### config.mk
export PLATFORM = sky130hd
export DESIGN_NAME = spi_reg_bank
export DESIGN_NICKNAME = d
export VERILOG_FILES = /design/src/rtl/spi_reg_bank.sv
export SDC_FILE = /design/constraint.sdc
export NUM_CORES = 1
export LEC_CHECK = 0
export CAP_MARGIN = 20
export CORE_UTILIZATION = 51
export DETAILED_ROUTE_END_ITERATION = 16
export GPL_ROUTABILITY_DRIVEN = 0
export PLACE_DENSITY = 0.87
export SKIP_CTS_REPAIR_TIMING = 1
export SLEW_MARGIN = 5
export SYNTH_ARGS = -nofsm -noshare
export SYNTH_HDL_FRONTEND = slang
export SYNTH_SLANG_ARGS = --single-unit
export TNS_END_PERCENT = 20
### constraint.sdc
create_clock -name clk -period 1.74 [get_ports clk]
set_input_delay 0.348 -clock clk [delete_from_list [all_inputs] [get_ports clk]]
set_output_delay 0.348 -clock clk [all_outputs]
set_load 0.1 [all_outputs]
### src/rtl/spi_reg_bank.sv
// Register bank behind the SPI peripheral: control/config registers, a W1C
// interrupt status fed by hardware events, a write counter and a synchronised input.
module spi_reg_bank #(
  parameter int ADDR_W = 3,
  parameter int REG_W  = 8
) (
  input  logic              clk,
  input  logic              rst,
  input  logic              ena,
  input  logic              wr_rdn,
  input  logic [ADDR_W-1:0] addr,
  input  logic [REG_W-1:0]  wdata,
  input  logic              we,
  output logic [REG_W-1:0]  rdata,
  output logic [7:0]        status,
  input  logic [5:0]        hw_event,
  input  logic [REG_W-1:0]  hw_in,
  output logic [REG_W-1:0]  ctrl_o,
  output logic [REG_W-1:0]  cfg_a,
  output logic [REG_W-1:0]  cfg_b,
  output logic              irq
);

  localparam int NUM_LOC    = 2 ** ADDR_W;
  localparam int NUM_MAPPED = 8;

  localparam int A_CTRL       = 0;
  localparam int A_IRQ_MASK   = 1;
  localparam int A_IRQ_STATUS = 2;
  localparam int A_SCRATCH    = 3;
  localparam int A_WR_COUNT   = 4;
  localparam int A_HW_IN      = 5;
  localparam int A_CFG_A      = 6;
  localparam int A_CFG_B      = 7;

  // One bit per mapped address: which accept writes, and which obey the lock bit.
  localparam logic [NUM_MAPPED-1:0] WRITABLE = 8'b1100_1111;
  localparam logic [NUM_MAPPED-1:0] LOCKABLE = 8'b1100_1010;

  logic [REG_W-1:0] ctrl_reg;
  logic [REG_W-1:0] irq_mask_reg;
  logic [5:0]       irq_status_reg;
  logic [5:0]       irq_status_next;
  logic [REG_W-1:0] scratch_reg;
  logic [REG_W-1:0] wr_count_reg;
  logic [REG_W-1:0] hw_sync1_reg;
  logic [REG_W-1:0] hw_sync2_reg;
  logic [REG_W-1:0] cfg_a_reg;
  logic [REG_W-1:0] cfg_b_reg;
  logic [REG_W-1:0] rdata_reg;
  logic             irq_reg;

  logic             locked;
  logic [NUM_MAPPED-1:0] wr_en;
  logic             wr_accept;
  logic [5:0]       w1c_clear;
  logic [REG_W-1:0] mapped_vals [NUM_MAPPED];
  logic [REG_W-1:0] read_vals   [NUM_LOC];

  // wr_rdn is carried for monitoring only; writes are qualified by we alone.
  logic unused_wr_rdn;
  assign unused_wr_rdn = wr_rdn;

  assign locked = ctrl_reg[7];

  genvar gi;
  generate
    for (gi = 0; gi < NUM_MAPPED; gi++) begin : g_wr_decode
      assign wr_en[gi] = we & ena & (addr == ADDR_W'(gi)) & WRITABLE[gi]
                         & ~(LOCKABLE[gi] & locked);
    end
  endgenerate

  assign wr_accept = |wr_en;
  assign w1c_clear = wr_en[A_IRQ_STATUS] ? wdata[5:0] : 6'b0;

  // A hardware event beats a simultaneous W1C clear of the same bit.
  assign irq_status_next = (irq_status_reg & ~w1c_clear) | hw_event;

  always_comb begin
    mapped_vals[A_CTRL]       = ctrl_reg;
    mapped_vals[A_IRQ_MASK]   = irq_mask_reg;
    mapped_vals[A_IRQ_STATUS] = {{(REG_W-6){1'b0}}, irq_status_reg};
    mapped_vals[A_SCRATCH]    = scratch_reg;
    mapped_vals[A_WR_COUNT]   = wr_count_reg;
    mapped_vals[A_HW_IN]      = hw_sync2_reg;
    mapped_vals[A_CFG_A]      = cfg_a_reg;
    mapped_vals[A_CFG_B]      = cfg_b_reg;
  end

  generate
    for (gi = 0; gi < NUM_LOC; gi++) begin : g_rd_map
      if (gi < NUM_MAPPED) begin : g_mapped
        assign read_vals[gi] = mapped_vals[gi];
      end else begin : g_unmapped
        assign read_vals[gi] = '0;
      end
    end
  endgenerate

  always_ff @(posedge clk) begin
    if (rst) begin
      ctrl_reg     <= '0;
      irq_mask_reg <= '0;
      scratch_reg  <= '0;
      cfg_a_reg    <= '0;
      cfg_b_reg    <= '0;
    end else begin
      if (wr_en[A_CTRL])     ctrl_reg     <= wdata;
      if (wr_en[A_IRQ_MASK]) irq_mask_reg <= wdata;
      if (wr_en[A_SCRATCH])  scratch_reg  <= wdata;
      if (wr_en[A_CFG_A])    cfg_a_reg    <= wdata;
      if (wr_en[A_CFG_B])    cfg_b_reg    <= wdata;
    end
  end

  always_ff @(posedge clk) begin
    if (rst) begin
      irq_status_reg <= '0;
      wr_count_reg   <= '0;
    end else if (ena) begin
      irq_status_reg <= irq_status_next;
      if (wr_accept) wr_count_reg <= wr_count_reg + REG_W'(1);
    end
  end

  always_ff @(posedge clk) begin
    if (rst) begin
      hw_sync1_reg <= '0;
      hw_sync2_reg <= '0;
    end else if (ena) begin
      hw_sync1_reg <= hw_in;
      hw_sync2_reg <= hw_sync1_reg;
    end
  end

  always_ff @(posedge clk) begin
    if (rst) begin
      rdata_reg <= '0;
      irq_reg   <= 1'b0;
    end else if (ena) begin
      rdata_reg <= read_vals[addr];
      irq_reg   <= ctrl_reg[0] & |(irq_status_reg & irq_mask_reg[5:0]);
    end
  end

  assign rdata  = rdata_reg;
  assign irq    = irq_reg;
  assign ctrl_o = ctrl_reg;
  assign cfg_a  = cfg_a_reg;
  assign cfg_b  = cfg_b_reg;
  assign status = {ctrl_reg[7], irq_reg, irq_status_reg};

endmodule
# Word level (Yosys, flattened, before mapping)
# Cells that the tools add are included.
[op_classes] addsub=1 mul=0 div_mod_pow=0 order_cmp=1 n_eq_ne=5 shift=0 mux=4 n_bitwise=18 n_reduce_logical=4
[op_table] operator="$bmux 8 s3" n=1
[op_table] operator="$mux 8" n=2
[op_table] operator="$and 1x1->1" n=12
[op_table] operator="$and 6x6->6" n=2
[op_table] operator="$reduce_or 6->1" n=2
[op_table] operator="$add 8x1->8 const B" n=1
[op_table] operator="$eq 3x2->1 const B" n=2
[op_table] operator="$eq 3x3->1 const B" n=2
[op_table] operator="$mux 6" n=1
[op_table] operator="$not 6->6" n=1
[op_table] operator="$or 6x6->6" n=1
[op_table] operator="$ge 4x4->1 const B" n=1
[op_table] operator="$not 3->4" n=1
[op_table] operator="$eq 3x1->1 const B" n=1
[op_table] operator="$logic_not 3->1" n=1
[op_table] operator="$reduce_and 2->1" n=1
[op_table] operator="$not 1->1" n=1
[word_totals] regBits=79 latch_bits=0 mem_bits_rw=0 rom_bits=0 in_bits=30 output_inout_bits=41 wordCells=44 mem_count=0

# Depth between registers and ports, before layout
[depth] ltp_word=6 ltp_mapped=7 ltp_nobuf=4

# Worst setup path after synthesis
# No wires, ideal clock.
[synth_timing] path_kind="reg2reg" from="register ctrl_reg[7], in the netlist ctrl_o[7]" to="register cfg_b_reg[7], in the netlist cfg_b[7]" setup_time_ns=0.128 t_arrival_ns=1.944 slack_ns=-0.332 stages_incl_launch_ff=6 synth_period_minus_slack_ns=2.072 cell_sequence="dfxtp_1 > clkbuf_1 > or4_1 > buf_2 > mux2i_1 > nor2_1"
[synth_via] elab_chain_len=2
[synth_lines] element="from (decl)" line_no="40" rtl="logic [REG_W-1:0] ctrl_reg;"
[synth_lines] element="from (signal assigned)" line_no="109" rtl="if (wr_en[A_CTRL]) ctrl_reg <= wdata;"
[synth_lines] element="$not 1->1" line_no="70" rtl="& ~(LOCKABLE[gi] & locked);"
[synth_lines] element="$and 1x1->1" line_no="70"
[synth_lines] element="to (signal assigned)" line_no="113" rtl="if (wr_en[A_CFG_B]) cfg_b_reg <= wdata;"
[synth_lines] element="to (decl)" line_no="49" rtl="logic [REG_W-1:0] cfg_b_reg;"
# Every way passes these cells.
# A chain may end at the register's enable or synchronous reset.

# Final worst setup path
[layout_timing] from="input we" to="register irq_mask_reg[1]"
[layout_via] elab_chain_len=3
[layout_lines] element="from (decl)" line_no="13" rtl="input logic we,"
[layout_lines] element="$and 1x1->1 (2 in series)" line_no="69" rtl="assign wr_en[gi] = we & ena & (addr == ADDR_W'(gi)) & WRITABLE[gi]"
[layout_lines] element="$and 1x1->1" line_no="70"
[layout_lines] element="to (signal assigned)" line_no="110" rtl="if (wr_en[A_IRQ_MASK]) irq_mask_reg <= wdata;"
[layout_lines] element="to (decl)" line_no="41" rtl="logic [REG_W-1:0] irq_mask_reg;"
# Every way passes these cells.

==> impl_metrics.ini <==
[logic_synthesis]
yosysSeqAreaShare_pct = 44.44
syn_inst = 368
netlist_top_cells_count = dfxtp_1 (79), mux2i_1 (77), nor2_1 (71)
synth_edf_count = 0
postSynthAreaPerCell_sq_um = 9.670
yosysWarnings = 0
synthFlopType = dfxtp_1
yosysMostFrequentCell = dfxtp_1
yosys.area.top_type_share_pct = 44.44
synth_seq_cells = 79
yosysUniqueCellTypes = 40
netlist_top_cells_area = dfxtp_1 (44%), mux2i_1 (22%), nor2_1 (7.5%)
syn_nets = 399
yosys.area.top_type = dfxtp_1
synthArstFlopShare_pct = 0
synth_area_sq_um = 3558

[grt]
grt_max_degree = 28
grt_pass1_vias = 3136
track_usage_pct = 27.54
grt.overflow.total = 0
antenna_found_initial = 0
grt_pass1_wl_microns = 15590

[critical_path]
worst-setup-path-type = in -> reg
cp.required_ns = 1.99
critPathArrivalTime_ns = 1.89
critPathCaptureType = flip-flop
critPathMaxFanout = 7
crit_path_start_kind = primary input

[cts]
cts_buffers = 9
cts.reportedPaths.clkPinSlew_ns = 0.08
htree_levels = 3
cts.sinks = 79
root_buffer = clkbuf_8
clk_latency_ns = 0.36
cts_tree = built
clockBufferDepth = 2

[cells_and_area]
diodes = 0
num-fill-cells = 415
nets = 487
drive_above_1_share_pct = 22.99
area_growth_pct = 44.06
finish.utilization_pct = 75.87
final_area_sq_um = 5126

[die]
die_area_sq_um = 7315
start_util_pct = 52.67
io_pins = 71
chipHeight_microns = 85.53
die_w_microns = 85.53
rows = 30
design.core.area_sq_um = 6756

[drt]
viasPerCell = 5.941
final_antenna_net_count = 0
wl_per_cell_microns = 17.94
drc_errors = 0
drtPass1Iterations = 5
drt-total-wl_microns = 9703
vias = 3214
dr.first_iter.drc_count = 253

[timing]
slew_viol_final = 0
hold_violations = 0
fin_crit_ns = 1.643
fin_crit_sh_pct = 94.42
rsz0062_at_grt = false
finalWorstSetupSlack_ns = 0.09707
skew_ns = 0.008542
tightest_slew_ns = 0.4177
max_freq_ghz = 0.6087
setup_viol = 0
slew_headroom_pct = 72.15

[power_and_ir_drop]
power_density_nw_per_um2 = 780.2
vdd_drop_max_mv = 0.3957
cellLeakagePower_uw = 0.002123

[flow_run]
drv_cap = 0

[placed_design]
dpl_cell_area_sq_um = 4908
io_buffer_count = 69
dp_hpwl_microns = 6840
place_ws_ns = -0.3451

[status]
outcome = complete, no violations

[hold_path]
hold_path.class = in -> reg
==> final timing paths <==
path	start	to	slack [ns]	depth (start not counted)
max	we	irq_mask_reg[1]$_SDFFE_PP0P_	0.1	6
min	rst	ctrl_o[7]$_SDFFE_PP0N_	0.41	2
max reg2reg	ctrl_o[7]$_SDFFE_PP0N_	irq_mask_reg[1]$_SDFFE_PP0P_	0.21	4
min reg2reg	hw_sync1_reg[7]$_SDFFE_PP0P_	hw_sync1_reg[7]$_SDFFE_PP0P_	0.50	2
==> cell usage in the layout, fill, tap and decap left out, types with 2 or more instances in the layout <==
master / synthesis / layout
dfxtp_1: 79 / 76
buf_4: 2 / 31
a22oi_1: 11 / 11
mux2_2: 5 / 5
clkbuf_8: 0 / 11
buf_12: 0 / 44
o221ai_1: 5 / 5
nor2b_1: 6 / 6
nand2b_1: 3 / 3
nand3_1: 9 / 9
nor3_1: 2 / 2
a32o_1: 2 / 2
a211oi_1: 3 / 3
inv_1: 2 / 2
a21oi_1: 14 / 14
buf_2: 9 / 3
nor2_1: 71 / 71
o22ai_1: 5 / 5
dlymetal6s2s_1: 0 / 2
a22o_1: 2 / 2
clkbuf_1: 7 / 3
nor4_4: 2 / 2
nand2_1: 10 / 10
dfxtp_2: 0 / 2
o21ai_0: 2 / 2
and2_1: 2 / 2
o31ai_1: 7 / 7
or4_1: 6 / 6
mux2i_1: 77 / 77
nand4_1: 4 / 4
clkdlybuf4s50_1: 0 / 23
==> power breakdown <==
part | internal [uW] | total (uW) | switching, uW
Combinational | 286 | 696 | 409
Sequential | 1860 | 1910 | 55.8
Clock | 746 | 1390 | 645
Total | 2890 | 4000 | 1110
==> worst max-delay path: stages <==
cell and delay, ns:
clkdlybuf4s50_1 0.50, nand2_2 0.09, or4_1 0.49, buf_4 0.21
mux2i_1 0.19, nor2_1 0.05
==> final cells by class <==
type	count	area (sq um)	area share, %
multi-input combinational	260	1834	35.78
sequential	79	1588	30.97
timing repair buffer	104	1395	27.22
clock buffer	14	162.7	3.173
tap	80	100.1	1.953
clock inverter	2	38.79	0.7567
inverter	2	7.507	0.1464
==> metal layers <==
layer	share of wire, %	up-vias	routed length (microns)	track usage [%]
met3	6.2	27	605	5.582
met2	50	160	4809	46.18
li1	-	1504	-	-
met1	42	1523	4029	34.43
met5	0	-	0	0
met4	2.7	0	258	12.12
==> cell families (layout without fill, tap and decap cells) <==
logic type      after synthesis  count (layout)  synth area share [%]
flops                        79              79                 44.44
simple gates                122             122                 16.95
mux                          82              82                 23.24
compound gates               55              55                 10.79
buf+inv                      29             122                 4.219
fa+ha+maj                     1               1                0.3516
==> stage by stage <==
stage | power (uW) | TNS, ns | hold WS (ns) | std cells
final | 3999 | 0 | 0.4085 | 541
after global routing | 4123 | 0 | 0.4144 | 541
after CTS | 3998 | 0 | 0.3985 | 541
after detailed placement | 2637 | -14.49 | 0.4847 | 525
after global placement | 2620 | -12.32 | 0.4724 | 525
after floorplan | 2338 | -0.01940 | 0.4544 | 368
Note: power is estimated with default switching activity, not from simulation.
